**src/rtl/mem_bus_arbiter.sv**
```systemverilog
// mem_bus_arbiter: two-master arbiter that decodes RAM/IO/unmapped regions and sequences
// each access (sync-RAM read latency, IO wait states with timeout, error response).
module mem_bus_arbiter #(
  parameter logic [3:0] RAM_ADDR   = 4'h2,
  parameter logic [3:0] IO_ADDR    = 4'h4,
  parameter int         IO_TIMEOUT = 16
) (
  input  logic        clk,
  input  logic        rst_n,
  input  logic        m0_req_i,
  input  logic        m0_we_i,
  input  logic [31:0] m0_addr_i,
  input  logic [31:0] m0_wdata_i,
  output logic        m0_ack_o,
  output logic        m0_err_o,
  output logic [31:0] m0_rdata_o,
  input  logic        m1_req_i,
  input  logic        m1_we_i,
  input  logic [31:0] m1_addr_i,
  input  logic [31:0] m1_wdata_i,
  output logic        m1_ack_o,
  output logic        m1_err_o,
  output logic [31:0] m1_rdata_o,
  output logic [31:0] bus_addr_o,
  output logic [31:0] bus_wdata_o,
  output logic        ram_en_o,
  output logic        ram_we_o,
  input  logic [31:0] ram_rdata_i,
  output logic        io_en_o,
  output logic        io_we_o,
  input  logic [31:0] io_rdata_i,
  input  logic        io_ack_i
);
  localparam int CW = $clog2(IO_TIMEOUT + 1);
  typedef enum logic [2:0] {IDLE, RAM, RAM_RD, IO, RESP} state_t;
  state_t state_q, state_d;
  logic gnt_q, gnt_d, last_q, last_d, we_q, we_d, err_q, err_d;
  logic [31:0] addr_q, addr_d, wdata_q, wdata_d, rdata_q, rdata_d;
  logic [CW-1:0] cnt_q, cnt_d;
  logic sel, resp;
  logic [31:0] sel_addr;
  // On a tie the master that did not win last time is chosen, so neither can starve.
  assign sel = (m0_req_i && m1_req_i) ? ~last_q : m1_req_i;
  assign sel_addr = sel ? m1_addr_i : m0_addr_i;
  always_comb begin
    state_d = state_q;
    gnt_d   = gnt_q;
    last_d  = last_q;
    we_d    = we_q;
    addr_d  = addr_q;
    wdata_d = wdata_q;
    rdata_d = rdata_q;
    err_d   = err_q;
    cnt_d   = cnt_q;
    case (state_q)
      IDLE: if (m0_req_i || m1_req_i) begin
        gnt_d   = sel;
        last_d  = sel;
        we_d    = sel ? m1_we_i : m0_we_i;
        addr_d  = sel_addr;
        wdata_d = sel ? m1_wdata_i : m0_wdata_i;
        cnt_d   = '0;
        err_d   = (sel_addr[31:28] != RAM_ADDR) && (sel_addr[31:28] != IO_ADDR);
        state_d = sel_addr[31:28] == RAM_ADDR ? RAM : sel_addr[31:28] == IO_ADDR ? IO : RESP;
      end
      RAM: state_d = we_q ? RESP : RAM_RD;
      RAM_RD: begin
        rdata_d = ram_rdata_i;
        state_d = RESP;
      end
      IO: begin
        cnt_d = cnt_q + 1'b1;
        if (io_ack_i) begin
          rdata_d = we_q ? '0 : io_rdata_i;
          err_d   = 1'b0;
          state_d = RESP;
        end else if (cnt_q == CW'(IO_TIMEOUT - 1)) begin
          rdata_d = '0;
          err_d   = 1'b1;
          state_d = RESP;
        end
      end
      RESP: begin
        rdata_d = '0;
        err_d   = 1'b0;
        state_d = IDLE;
      end
      default: state_d = IDLE;
    endcase
  end
  always_ff @(posedge clk) begin
    if (!rst_n) begin
      state_q <= IDLE;
      gnt_q   <= 1'b0;
      last_q  <= 1'b1;
      we_q    <= 1'b0;
      addr_q  <= '0;
      wdata_q <= '0;
      rdata_q <= '0;
      err_q   <= 1'b0;
      cnt_q   <= '0;
    end else begin
      state_q <= state_d;
      gnt_q   <= gnt_d;
      last_q  <= last_d;
      we_q    <= we_d;
      addr_q  <= addr_d;
      wdata_q <= wdata_d;
      rdata_q <= rdata_d;
      err_q   <= err_d;
      cnt_q   <= cnt_d;
    end
  end
  assign resp        = state_q == RESP;
  assign m0_ack_o    = resp && !gnt_q;
  assign m0_err_o    = resp && !gnt_q && err_q;
  assign m0_rdata_o  = (resp && !gnt_q) ? rdata_q : '0;
  assign m1_ack_o    = resp && gnt_q;
  assign m1_err_o    = resp && gnt_q && err_q;
  assign m1_rdata_o  = (resp && gnt_q) ? rdata_q : '0;
  assign bus_addr_o  = addr_q;
  assign bus_wdata_o = wdata_q;
  assign ram_en_o    = state_q == RAM;
  assign ram_we_o    = ram_en_o && we_q;
  assign io_en_o     = state_q == IO;
  assign io_we_o     = io_en_o && we_q;
endmodule

```
**config.mk**
```make
export PLATFORM = sky130hd
export DESIGN_NAME = mem_bus_arbiter
export DESIGN_NICKNAME = d
export VERILOG_FILES = /design/src/rtl/mem_bus_arbiter.sv
export SDC_FILE = /design/constraint.sdc
export NUM_CORES = 1
export LEC_CHECK = 0
export BUFFER_PORTS_ARGS = -buffer_cell sky130_fd_sc_hd__buf_4
export CORE_AREA = 2 2 130 132
export DETAILED_ROUTE_END_ITERATION = 7
export DIE_AREA = 0 0 132 134
export PLACE_DENSITY = 0.72
export SETUP_SLACK_MARGIN = 0.02
export SYNTH_ARGS = -nofsm -noshare
export SYNTH_HDL_FRONTEND = slang
export SYNTH_SLANG_ARGS = --single-unit
```
**constraint.sdc**
```tcl
create_clock -name clk -period 2.8 [get_ports clk]
set_clock_uncertainty 0.15 [all_clocks]
set_input_delay 0.28 -clock clk [delete_from_list [all_inputs] [get_ports clk]]
set_output_delay 0.28 -clock clk [all_outputs]
set_load 0.02 [all_outputs]
```
## Yosys cells after proc, flatten, opt, wreduce, memory -nomap -nowiden

Cells that the tools add are included.

| word-level totals | value |
|---|---|
| bits in registers | 108 |
| latch bits | 0 |
| RAM bits | 0 |
| ROM bits | 0 |
| input port bits | 199 |
| output and inout bits | 136 |
| word-level logic and storage cells | 64 |
| memories | 0 |

| operators by class | value |
|---|---|
| $add $sub $neg | 1 |
| multiply operators | 0 |
| div/mod/pow operators | 0 |
| magnitude comparators | 0 |
| equal/unequal tests | 11 |
| shift-type cells | 0 |
| mux-type cells | 23 |
| bitwise logic cells | 1 |
| reduce and logical (&&, ||, !) cells | 19 |

Operators with widths:

| kind | count |
|---|---|
| two-way mux 32 bit | 7 |
| case mux 32 bit (3 select lines) | 1 |
| two-way mux 3 bit | 6 |
| case mux 3 bit (4 select lines) | 1 |
| case mux 5 bit (2 select lines) | 1 |
| logical AND 1 bit | 8 |
| AND reduction 2 bit | 4 |
| equality test 3 x 2 -> 1 bit, second input constant | 2 |
| nonzero test 3 bit | 2 |
| adder 5 x 1 -> 5 bit, second input constant | 1 |
| equality test 5 x 4 -> 1 bit, second input constant | 1 |
| two-way mux 1 bit | 5 |
| two-way mux 5 bit | 1 |
| equality test 4 x 2 -> 1 bit, second input constant | 1 |
| equality test 4 x 3 -> 1 bit, second input constant | 1 |
| inequality test 4 x 2 -> 1 bit, second input constant | 1 |
| inequality test 4 x 3 -> 1 bit, second input constant | 1 |
| equality test 3 x 1 -> 1 bit, second input constant | 1 |
| equality test 3 bit, second input constant | 1 |
| zero test 3 bit | 1 |
| inequality test 3 x 1 -> 1 bit, second input constant | 1 |
| case mux 1 bit (3 select lines) | 1 |
| AND reduction 3 bit | 1 |
| inequality test 2 bit, second input constant | 1 |
| 4 further kinds | 4 |

## Depth between registers and ports, before layout

| logic depth | value |
|---|---|
| word-level depth | 8 |
| mapped depth | 9 |
| gate-level depth less buffers | 7 |

## Worst setup path after synthesis

Ideal clock, no wire load.

| timing path | value |
|---|---|
| kind | reg2reg |
| start | register cnt_q[0] |
| end | register rdata_q[10] |
| setup time | 120 ps |
| data arrival time | 1895 ps |
| data required time | 2530 ps |
| path slack | 634 ps |
| stages on the path, launching flop included | 10 |
| buffers on the path | 2 |
| clock period less this slack | 2166 ps |
| cells stage by stage | dfxtp_1 > ha_1 > and3_1 > ha_1 > or3b_1 > a31o_1 > buf_6 > buf_6 > o21ai_1 > a21oi_1 |

| on the way | value |
|---|---|
| word-level cells in the longest chain between the ends | 3 |

RTL lines:

| element | line | source |
|---|---|---|
| from (decl) | 39 | `logic [CW-1:0] cnt_q, cnt_d;` |
| from (signal assigned) | 111 | `cnt_q <= cnt_d;` |
| equality test 5 x 4 -> 1 bit | 77 | `end else if (cnt_q == CW'(IO_TIMEOUT - 1)) begin` |
| inequality test 3 x 1 -> 1 bit (no line) | -- |  |
| AND reduction 2 bit (no line) | -- |  |
| to (signal assigned) | 109 | `rdata_q <= rdata_d;` |
| to (decl) | 38 | `logic [31:0] addr_q, addr_d, wdata_q, wdata_d, rdata_q, rdata_d;` |

No other way between the ends.
A chain may end at the register's enable or synchronous reset.

## Worst setup path after layout

| timing path | value |
|---|---|
| start | register state_q[2] |
| end | output m0_rdata_o[14] |

| on the way | value |
|---|---|
| word-level cells in the longest chain between the ends | 3 |

RTL lines:

| element | line | source |
|---|---|---|
| from (decl) | 36 | `state_t state_q, state_d;` |
| from (signal assigned) | 103 | `state_q <= state_d;` |
| equality test 3 bit | 114 | `assign resp = state_q == RESP;` |
| logical AND 1 bit | 117 | `assign m0_rdata_o = (resp && !gnt_q) ? rdata_q : '0;` |
| two-way mux 32 bit | 117 |  |
| to (decl) | 16 | `output logic [31:0] m0_rdata_o,` |

No other way between the ends.

==> qor.csv <==
metric;value;unit
status;completed;
worst setup margin;0.329;ns
clock power share;28.4;%
CP Launch Point;state_q[2]$_SDFFE_PN0P_;
PwrDens;520;mW/mm^2
Seq pwr share;42.0;%
drt first pass iters;4;
Startpoint Class;flop;
# H-tree levels;3;
Die W;132;um
cell count after synthesis;599;
hold crit path type;input pin to flop;
setup repair bufs after CTS;0;
Syn Area/Cell;9.29;sq um
Vias/cell;5.01;
Fin Setup TNS;0;ns
GR Overflow Total;0;
GR Util All Layers;19.9;%
drt initial violations;210;
Leak;0.00459;uW
Worst Path Arrival;2.04;ns
clock buffer count from CTS;9;
largest net degree at the start of global routing;68;
Critical Setup Path Class;flop to output port;
Post-synth EDFFs;0;
area growth from synthesis to layout;51.6;%
flop2flop setup slack;0.39;ns
RSZ-0062 raised after global routing;false;
max_cap viols;0;
worst skew pair latency;0.35;ns
DR DRC count;0;
peak supply drop;0.311;mV
Core Area;0.0163;sq mm
minimum clock period;2.47;ns
grt peak-use layer;met2;
ratio of cells with drive above 1 in the final layout;41.6;%
Global Route met1 Usage;21.3;%
Synth top area share;38.9;%
vias in the first global route;5291;
area of the multi-input gates;0.00304;sq mm
Commonest cells post-synth;108 x dfxtp_1, 70 x nand2_1, 65 x mux2i_1, 65 x o211a_1;
clk slew on worst S/H paths;0.07;ns
CTS tree;done;
final setup violation count;0;
WHS Path Cells;3;
Synth cell types;50;
crit path max fanout;34;
Clock Path Buffers;2;
Die ar.;0.0177;sq mm
top cells by area, synth;dfxtp_1 39%, mux2i_1 12%, o211a_1 12%;
Hold Crit Start;io_rdata_i[27];
Nets;1096;
Crit. End Element;output port;
Slew Limit Headroom;56.1;%
Antenna Nets Post-Route;0;
Critical R2R Launch;cnt_q[0]$_SDFFE_PN0P_;
first-pass GRT wire length;27.8;mm
HPWL after DPL;13.9;mm
register area;0.00216;sq mm
quantity of hold-fixing buffers added after cts;0;
Port Buffers;334;
Worst EP required;2.37;ns
# rows;47;
reg-to-reg endpoint;rdata_q[0]$_SDFFE_PN0P_;
IO Count;335;
Peak Freq;0.405;GHz
final hold violation count;0;
die height;134;um
GPL Wtd Cong;0.763;
Cell Area, Synth;0.00556;sq mm
most area-hungry cell type in the Yosys netlist;dfxtp_1;
Starting Density;34.2;%
register area share after synthesis;38.9;%
DR WL/cell;16.4;um
Max Slew Vio Count;0;
Logic pwr share;29.7;%
pre-CTS WS;0.418;ns
P_sw;1370;uW
ys async rst share;0;%
Final period util;88.2;%
post_cts resized;0;
root buf cell;clkbuf_16;
clock tree sinks;108;
Post-synth top flop;dfxtp_1;
Hold EP;rdata_q[27]$_SDFFE_PN0P_;
most frequent cell after synthesis;dfxtp_1;
final wirelength;18.4;mm
vias;5608;
met2 GRT Util;35.4;%
Sw Ratio;31.2;%
Slew @ Worst Pin;0.653;ns
Int Pwr;3010;uW
met3 Use GR;8.43;%
FF+latch count, synth;108;
initial antenna violation count;2;
# diodes;0;
syn nets;800;
reg2reg path depth;8;
Fillers;1534;
Ys Warns;0;
[worst max-delay path, cell delays in order (launching register included)]
cell and delay, ns:
dfxtp_1 0.49, nor3b_4 0.42, and2b_1 0.17, buf_4 0.28, and2_1 0.19, buf_4 0.14
[registers in the layout (all words and copies together), names as in the netlist]
signal and flops:
bus_addr_o 32, bus_wdata_o 32, rdata_q 32, cnt_q 5, state_q 3, err_q 1
gnt_q 1, last_q 1, we_q 1
[power groups by stage]
stage / logic (uW) / registers [uW] / clock network, uW
floorplan: 626 / 1990 / 0
global placement: 1300 / 1870 / 0
detailed placement: 1310 / 1870 / 0
CTS: 1310 / 1840 / 1290
global route: 1410 / 1860 / 1340
finish: 1300 / 1840 / 1240
[worst max-delay path by stage]
| stage | end | slack [ns] |
|---|---|---|
| floorplan | rdata_q[10]$_SDFFE_PN0P_ | 0.63 |
| global placement | rdata_q[1]$_SDFFE_PN0P_ | 0.46 |
| detailed placement | rdata_q[0]$_SDFFE_PN0P_ | 0.42 |
| CTS | m0_rdata_o[14] | 0.30 |
| global route | m0_rdata_o[20] | 0.17 |
| finish | m0_rdata_o[14] | 0.33 |
[stage by stage]
stage	total power (uW)	cells	instance area, sq um	hold slack [ns]	utilization [%]
3_3_place_gp	3170	1104	8150	0.297	50.0
6_report	4380	1120	8440	0.0725	51.8
5_1_grt	4620	1120	8440	0.0708	51.8
3_5_place_dp	3180	1104	8150	0.300	50.0
2_1_floorplan	2610	599	5560	0.274	-
4_1_cts	4440	1120	8440	0.0555	51.8
[final cells by class]
cell class	instances	area share [%]
sequential	108	25.6
inverter	3	0.133
clock buffer	11	3.00
clock inverter	5	0.415
timing repair buffer	346	31.5
multi-input combinational	427	36.0
tap	220	3.26
[cell families after synthesis]
group,synth area share [%]
XOR/XNOR,0.315
AO/OA/AOI/OAI,24.4
AND/OR/NAND/NOR,17.4
multiplexers,11.7
adder cells (fa/ha/maj),0.450
flip-flops,38.9
buffers and inverters,6.86
[routing by layer]
metal  up-vias  part of all wire [%]
met1      2581                    38
met2       223                    50
li1       2779                     -
met3        21                    11
met4         4                   1.6
met5         -                  0.13
[layout by cell type, fill, tap and decap left out, types with 2 or more instances in the layout]
| cell type | Yosys | routed |
|---|---|---|
| clkbuf_8 | 0 | 2 |
| nand2_1 | 70 | 70 |
| clkinv_2 | 0 | 2 |
| o211a_1 | 65 | 65 |
| o21ai_1 | 28 | 28 |
| and2_1 | 38 | 37 |
| nor2_1 | 5 | 5 |
| a21oi_1 | 38 | 38 |
| dfxtp_1 | 108 | 108 |
| nor2b_1 | 3 | 3 |
| nor3b_4 | 1 | 2 |
| a22oi_1 | 33 | 33 |
| inv_1 | 2 | 2 |
| nand3_1 | 2 | 2 |
| nor3_4 | 2 | 2 |
| o21ai_0 | 7 | 7 |
| o21a_1 | 2 | 2 |
| nor4_1 | 2 | 2 |
| nor3_1 | 3 | 3 |
| mux2i_1 | 65 | 65 |
| a21boi_0 | 2 | 2 |
| ha_1 | 2 | 2 |
| clkbuf_16 | 0 | 9 |
| and3_1 | 36 | 36 |
| buf_4 | 15 | 341 |
| buf_12 | 0 | 5 |
(Power assumes the default switching activity.)
